<file path="config.mk">
export PLATFORM = sky130hd
export DESIGN_NAME = boot_loader
export DESIGN_NICKNAME = d
export VERILOG_FILES = /design/src/rtl/boot_loader_pkg.sv /design/src/rtl/word_assembler.sv /design/src/rtl/boot_loader.sv
export SDC_FILE = /design/constraint.sdc
export NUM_CORES = 1
export LEC_CHECK = 0
export BUFFER_PORTS_ARGS = -buffer_cell sky130_fd_sc_hd__buf_4
export CORE_MARGIN = 1.5
export CORE_UTILIZATION = 55
export CTS_CLUSTER_DIAMETER = 60
export DETAILED_ROUTE_END_ITERATION = 16
export PLACE_DENSITY_LB_ADDON = 0.2
export RECOVER_POWER = 100
export SYNTH_ARGS = -nofsm -noshare
export SYNTH_HDL_FRONTEND = slang
export SYNTH_HIERARCHICAL = 1
export SYNTH_SLANG_ARGS = --single-unit
</file>
<file path="constraint.sdc">
create_clock -name clk -period 7 [get_ports clk]
set_clock_uncertainty 0.1 [all_clocks]
set_input_delay 2.1 -clock clk [delete_from_list [all_inputs] [get_ports clk]]
set_output_delay 2.1 -clock clk [all_outputs]
set_load 0.01 [all_outputs]
</file>
<file path="src/rtl/boot_loader_pkg.sv">
// Shared types and constants for the byte-stream boot loader.
package boot_loader_pkg;

    // Bytes in the little-endian word-count header (and in every data word).
    localparam int unsigned HDR_BYTES = 4;

    typedef enum logic [2:0] {
        StIdle  = 3'd0,
        StHdr   = 3'd1,
        StData  = 3'd2,
        StWrite = 3'd3,
        StDone  = 3'd4,
        StErr   = 3'd5
    } state_t;

endpackage

</file>
<file path="src/rtl/word_assembler.sv">
// Collects four little-endian bytes into a 32-bit word.
// The word output already includes the byte being loaded this cycle, so the
// loader can act on the complete word in the same cycle as the 4th byte.
module word_assembler
    import boot_loader_pkg::*;
(
    input  logic        clk,
    input  logic        rst,
    input  logic        clear,
    input  logic        load,
    input  logic [7:0]  byte_in,
    output logic [31:0] word,
    output logic        last_byte
);

    logic [1:0]  r_cnt;
    logic [31:0] r_word;
    logic [31:0] w_word;

    // Merge the incoming byte into lane r_cnt of the stored partial word.
    always_comb begin
        w_word = r_word;
        if (load) begin
            w_word[{r_cnt, 3'b000} +: 8] = byte_in;
        end
    end

    // Byte counter wraps 3->0; partial bytes are held while load is low.
    always_ff @(posedge clk or negedge rst) begin
        if (!rst) begin
            r_cnt  <= 2'd0;
            r_word <= 32'd0;
        end else if (clear) begin
            r_cnt  <= 2'd0;
            r_word <= 32'd0;
        end else if (load) begin
            r_cnt  <= r_cnt + 2'd1;
            r_word <= w_word;
        end
    end

    assign word      = w_word;
    assign last_byte = (r_cnt == 2'(HDR_BYTES - 1));

endmodule

</file>
<file path="src/rtl/boot_loader.sv">
// Streams a length-prefixed image into the unified memory, then releases the
// multicycle core from reset. The integrating level selects the memory port:
// loader outputs while core_rst_n is 0, the core's own port otherwise.
module boot_loader
    import boot_loader_pkg::*;
#(
    parameter int unsigned DEPTH_WORDS = 1024,
    parameter logic [31:0] BASE_ADDR   = 32'h0000_0000
) (
    input  logic        clk,
    input  logic        rst,
    input  logic        in_valid,
    input  logic [7:0]  in_data,
    output logic        in_ready,
    output logic        mem_we,
    output logic [31:0] mem_addr,
    output logic [31:0] mem_wd,
    output logic        core_rst_n,
    output logic        done,
    output logic        err
);

    localparam logic [31:0] DepthW = 32'(DEPTH_WORDS);

    state_t      r_state;
    logic [31:0] r_idx;
    logic [31:0] r_n;
    logic        r_in_ready;
    logic        r_mem_we;
    logic [31:0] r_mem_addr;
    logic [31:0] r_mem_wd;
    logic        r_core_rst_n;
    logic        r_done;
    logic        r_err;

    logic        w_xfer;
    logic        w_clear;
    logic        w_last;
    logic [31:0] w_word;
    logic [31:0] w_idx_inc;

    assign w_xfer    = in_valid & r_in_ready;
    assign w_clear   = (r_state == StIdle);
    assign w_idx_inc = r_idx + 32'd1;

    word_assembler u_asm (
        .clk       (clk),
        .rst       (rst),
        .clear     (w_clear),
        .load      (w_xfer),
        .byte_in   (in_data),
        .word      (w_word),
        .last_byte (w_last)
    );

    // Loader FSM; outputs are registered and set on entry to each state.
    always_ff @(posedge clk or negedge rst) begin
        if (!rst) begin
            r_state      <= StIdle;
            r_idx        <= 32'd0;
            r_n          <= 32'd0;
            r_in_ready   <= 1'b0;
            r_mem_we     <= 1'b0;
            r_mem_addr   <= 32'd0;
            r_mem_wd     <= 32'd0;
            r_core_rst_n <= 1'b0;
            r_done       <= 1'b0;
            r_err        <= 1'b0;
        end else begin
            r_mem_we <= 1'b0;
            case (r_state)
                StIdle: begin
                    r_state    <= StHdr;
                    r_in_ready <= 1'b1;
                end
                StHdr: begin
                    if (w_xfer && w_last) begin
                        r_n <= w_word;
                        if (w_word == 32'd0) begin
                            r_state      <= StDone;
                            r_in_ready   <= 1'b0;
                            r_done       <= 1'b1;
                            r_core_rst_n <= 1'b1;
                        end else if (w_word > DepthW) begin
                            r_state    <= StErr;
                            r_in_ready <= 1'b0;
                            r_err      <= 1'b1;
                        end else begin
                            r_state <= StData;
                        end
                    end
                end
                StData: begin
                    if (w_xfer && w_last) begin
                        r_state    <= StWrite;
                        r_in_ready <= 1'b0;
                        r_mem_we   <= 1'b1;
                        r_mem_addr <= BASE_ADDR + {r_idx[29:0], 2'b00};
                        r_mem_wd   <= w_word;
                    end
                end
                StWrite: begin
                    r_idx <= w_idx_inc;
                    if (w_idx_inc == r_n) begin
                        r_state      <= StDone;
                        r_done       <= 1'b1;
                        r_core_rst_n <= 1'b1;
                    end else begin
                        r_state    <= StData;
                        r_in_ready <= 1'b1;
                    end
                end
                StDone: begin
                    r_state <= StDone;
                end
                StErr: begin
                    r_state <= StErr;
                end
                default: begin
                    r_state    <= StIdle;
                    r_in_ready <= 1'b0;
                end
            endcase
        end
    end

    assign in_ready   = r_in_ready;
    assign mem_we     = r_mem_we;
    assign mem_addr   = r_mem_addr;
    assign mem_wd     = r_mem_wd;
    assign core_rst_n = r_core_rst_n;
    assign done       = r_done;
    assign err        = r_err;

endmodule

</file>
==> impl_metrics.tcl <==
set metrics [dict create \
    overflow 0 \
    syn_to_final_growth_pct 11.1 \
    violated_checks "capacitance limit, slew limit" \
    critical_path_buf_inv_count 2 \
    synth_top_flop_cell "dfrtp_1" \
    sequential_share_of_power_pct 42.5 \
    tightest_slew_ns 2.68 \
    netlist.top_cell.by_area "dfrtp_1" \
    tritoncts "yes" \
    p_leak_nw 4.64 \
    grt_setup_unrepaired "false" \
    crit_path_cell_trace "clkbuf_1 > and2_0 > nand2_1 > a32oi_1 > inv_1 > nor4_1 > nand3_1 > nor4_1 > o21a_1 > nor2_1 > o22a_1 > a31oi_1" \
    design.portCount 80 \
    timing.setup.critical_path_class "input port to register" \
    multi_input_area_sq_um 3630 \
    met2_length_mm 10.1 \
    drt-met1-wl_mm 9.07 \
    placedInstanceArea_sq_um 8830 \
    power_density_nw_per_um2 281 \
    clkLatencyLatePin_ns 0.43 \
    post_cts_resize_count 0 \
    finalSetupViolations 0 \
    power_switching_share_pct 31.1 \
    critical_path.startpoint "in_valid" \
    dr.first_iter.drc_count 563 \
    fmax_mhz 197 \
    dpl_worst_slack_ns 1.92 \
    drc 0 \
    maxSlewViolCount 231 \
    gp_routability_congestion 0.903 \
    result_of_the_run "complete, but fails checks" \
    yosysWarnings 6 \
    met3WireLength_mm 1.28 \
    synth_area_leaders "dfrtp_1, nand2_1, xnor2_1, mux2_2, a32oi_1" \
    grt_pass1_wl_mm 33.9 \
    synth_seq_cells 167 \
    min_from "mem_addr[14]" \
    cts_post_setup_buffers_inserted 0 \
    crit-reg2reg-launch "u_asm/r_cnt[0]" \
    floorplan.die.height_microns 125 \
    routed_wire_length_per_instance_microns 18.9 \
    groute.usage.overall_pct 27.4 \
    die_w_microns 125 \
    final_antenna_net_count 0 \
    arrival_time_at_the_worst_endpoint_ns 5.31 \
    post_route_fraction_of_the_period_consumed_by_the_critical_path_pct 72.4 \
    cts-hold-fix-buffers 0 \
    dp_hpwl_mm 14.6 \
    cts_htree_levels 4 \
    fin_setup_tns_ns 0 \
    fill_cell_instance_count_of_the_final_layout 1265 \
    detailroute.via_count 6527 \
    vdd_ir_drop_max_mv 0.185 \
    yosys.area.top_type_share_pct 50.9 \
    critical-path-top-cell-by-count "nor4_1" \
    slowest_stage "and2_0" \
    drv_cap 4 \
    synth.cell_area_sq_um 8210 \
    finalWirelength_mm 21.0 \
    slowest_cell_delay_on_critical_path_ns 0.66 \
    critPathRequiredTime_ns 7.25 \
    critPathMaxFanout 12 \
    max-clock-path-buffers 2 \
    flip_flop_and_latch_area_sq_um 4180 \
    nets 931 \
    timing_hold_violations_final 0 \
    asyncSetResetFlopFracSynth_pct 100 \
    final_design_area_excluding_fillers_sq_um 9120 \
    critical_path.endpoint_type "register" \
    synth_seq_area_share_pct 50.9 \
    timing.max_slew.rel_slack_pct -78.4 \
    cts-buffers-inserted 17 \
    post-route-min-period_ns 5.07 \
    synth_cell_type_count 65 \
    cts.clk_slew.worst_paths_ns 0.06 \
    power.switching_w 0.000797 \
    power.share.clock_pct 35.9 \
    post_drt_via_cell_ratio 5.89 \
    drive_gt1_share_pct 9.30 \
    die_area_sq_um 15700 \
    placementRows 44 \
    initial_utilization_pct 56.5 \
    critPathLaunchType "input port" \
    floorplan.core_area_sq_um 14500 \
    cts_root_buffer "clkbuf_16" \
    antenna_cells_inserted 0 \
    postLayoutSetupSlackWorst_ns 1.93 \
    crit_family "simple AND/OR/NAND/NOR gates" \
    synth-edff-count 0 \
    classification_of_the_worst_slack_hold_path "register to register" \
    p_total_w 0.00256 \
    intPower_w 0.00177 \
    synthCells 867 \
    combinationalPowerShare_pct 21.6 \
    dr.max_layer_used "met4" \
    cts.sinks 167 \
    drtPass1Iterations 6 \
    avgSynthCellArea_sq_um 9.47 \
    number_of_antenna_violations_at_the_first_check_in_global_routing 0 \
    pin_count_of_the_biggest_net_entering_global_routing 96 \
    first_global_vias 6427 \
    port_buffers 77 \
]
==> kinds of logic after synthesis <==
family,Yosys count,share of synthesized area (%)
compound gates,78,7.31
xor+xnor,71,7.57
fa+ha+maj,7,1.07
mux,34,4.62
other cells,1,0.0457
flops,167,50.9
simple gates,415,23.7
buf+inv,94,4.82
==> cells in the final DEF (no fill, tap or decap), types with 5 or more instances in the layout <==
cell / count
a21oi_1: 7
buf_4: 10
nor3_1: 15
xnor2_1: 44
ha_1: 7
a31oi_1: 5
and4_1: 6
mux2_2: 31
nor4_1: 15
o21ai_0: 11
inv_1: 37
dfrtp_1: 167
xor2_1: 27
nor2b_1: 8
nand4_1: 19
clkbuf_1: 72
and2_1: 11
a32oi_1: 28
nand3_1: 27
clkbuf_16: 17
nand2_1: 216
and3_1: 9
nor2_1: 60
or3_1: 5
==> area by class of cell <==
cell class              instances  area share (%)
flip-flops and latches        167            45.8
well taps                     184            2.52
repair buffers                 82            3.88
inverters                      38            1.56
clock buffers                  21            5.05
multi-input cells             607            39.8
clock inverters                10            1.34
==> final timing paths <==
kind,to,slack (ns),cells after the start
setup / recovery,in_ready,1.93,12
max in group asynchronous,r_n[9],2.92,2
hold / removal,mem_addr[14],0.37,2
setup reg to reg,in_ready,2.88,12
min in group asynchronous,r_idx[24],1.66,1
hold reg to reg,mem_addr[14],0.37,2
==> tightest hold or removal path, delay by kind of cell, from the launching register on <==
family        cells  cell delay (ns)
flops             1             0.34
simple gates      2             0.10
==> sequential cells by signal, summed over array words and instances, names as in the netlist <==
register / cells
mem_addr: 30
u_asm/r_word: 32
r_n: 32
done: 1
in_ready: 1
mem_we: 1
r_idx: 32
r_state: 3
mem_wd: 32
err: 1
u_asm/r_cnt: 2
==> per-layer routing <==
metal | up-vias | global-route usage, %
met5 | - | 0
met4 | 0 | 11.4
met3 | 49 | 5.56
met2 | 247 | 43.3
met1 | 3207 | 37.1
li1 | 3024 | -
==> power groups by stage <==
stage,registers (W),clock network (W),logic [W]
CTS,0.00109,0.000941,0.000540
global placement,0.00110,0,0.000516
floorplan,0.00109,0,0.000384
finish,0.00109,0.000920,0.000554
detailed placement,0.00110,0,0.000535
global route,0.00109,0.000979,0.000604
==> cell usage after synthesis, types with 2 or more instances <==
| cell type | count |
|---|---|
| nand2_1 | 216 |
| dfrtp_1 | 167 |
| nor2_1 | 60 |
| xnor2_1 | 44 |
| clkbuf_1 | 37 |
| inv_1 | 36 |
| mux2_2 | 31 |
| a32oi_1 | 28 |
| xor2_1 | 27 |
| nand3_1 | 26 |
| nand4_1 | 19 |
| nor3_1 | 16 |
| nor4_1 | 15 |
| and2_1 | 12 |
| buf_2 | 10 |
| o21ai_0 | 10 |
| and3_1 | 9 |
| nor2b_1 | 8 |
| a21oi_1 | 7 |
| ha_1 | 7 |
| and4_1 | 6 |
| a31oi_1 | 5 |
| or3_1 | 5 |
| buf_4 | 4 |
| a211oi_1 | 3 |
| and4b_1 | 3 |
| buf_1 | 3 |
| mux2i_1 | 3 |
| or4_1 | 3 |
| a211o_1 | 2 |
| a22o_2 | 2 |
| a22oi_1 | 2 |
| a2bb2oi_1 | 2 |
| and4bb_2 | 2 |
| buf_6 | 2 |
| nand2b_1 | 2 |
| nor3b_1 | 2 |
| o2111ai_1 | 2 |
| o21a_1 | 2 |
| o31ai_1 | 2 |
==> metrics by stage <==
step                      std cells  util (%)  hold WS, ns
after floorplan                 868         -        0.365
after global placement         1078      60.7        0.359
after detailed placement       1078      60.7        0.364
after CTS                      1109      64.7        0.380
after global routing           1109      62.7        0.387
final                          1109      62.7        0.372
Power figures use the tool's default switching activity.
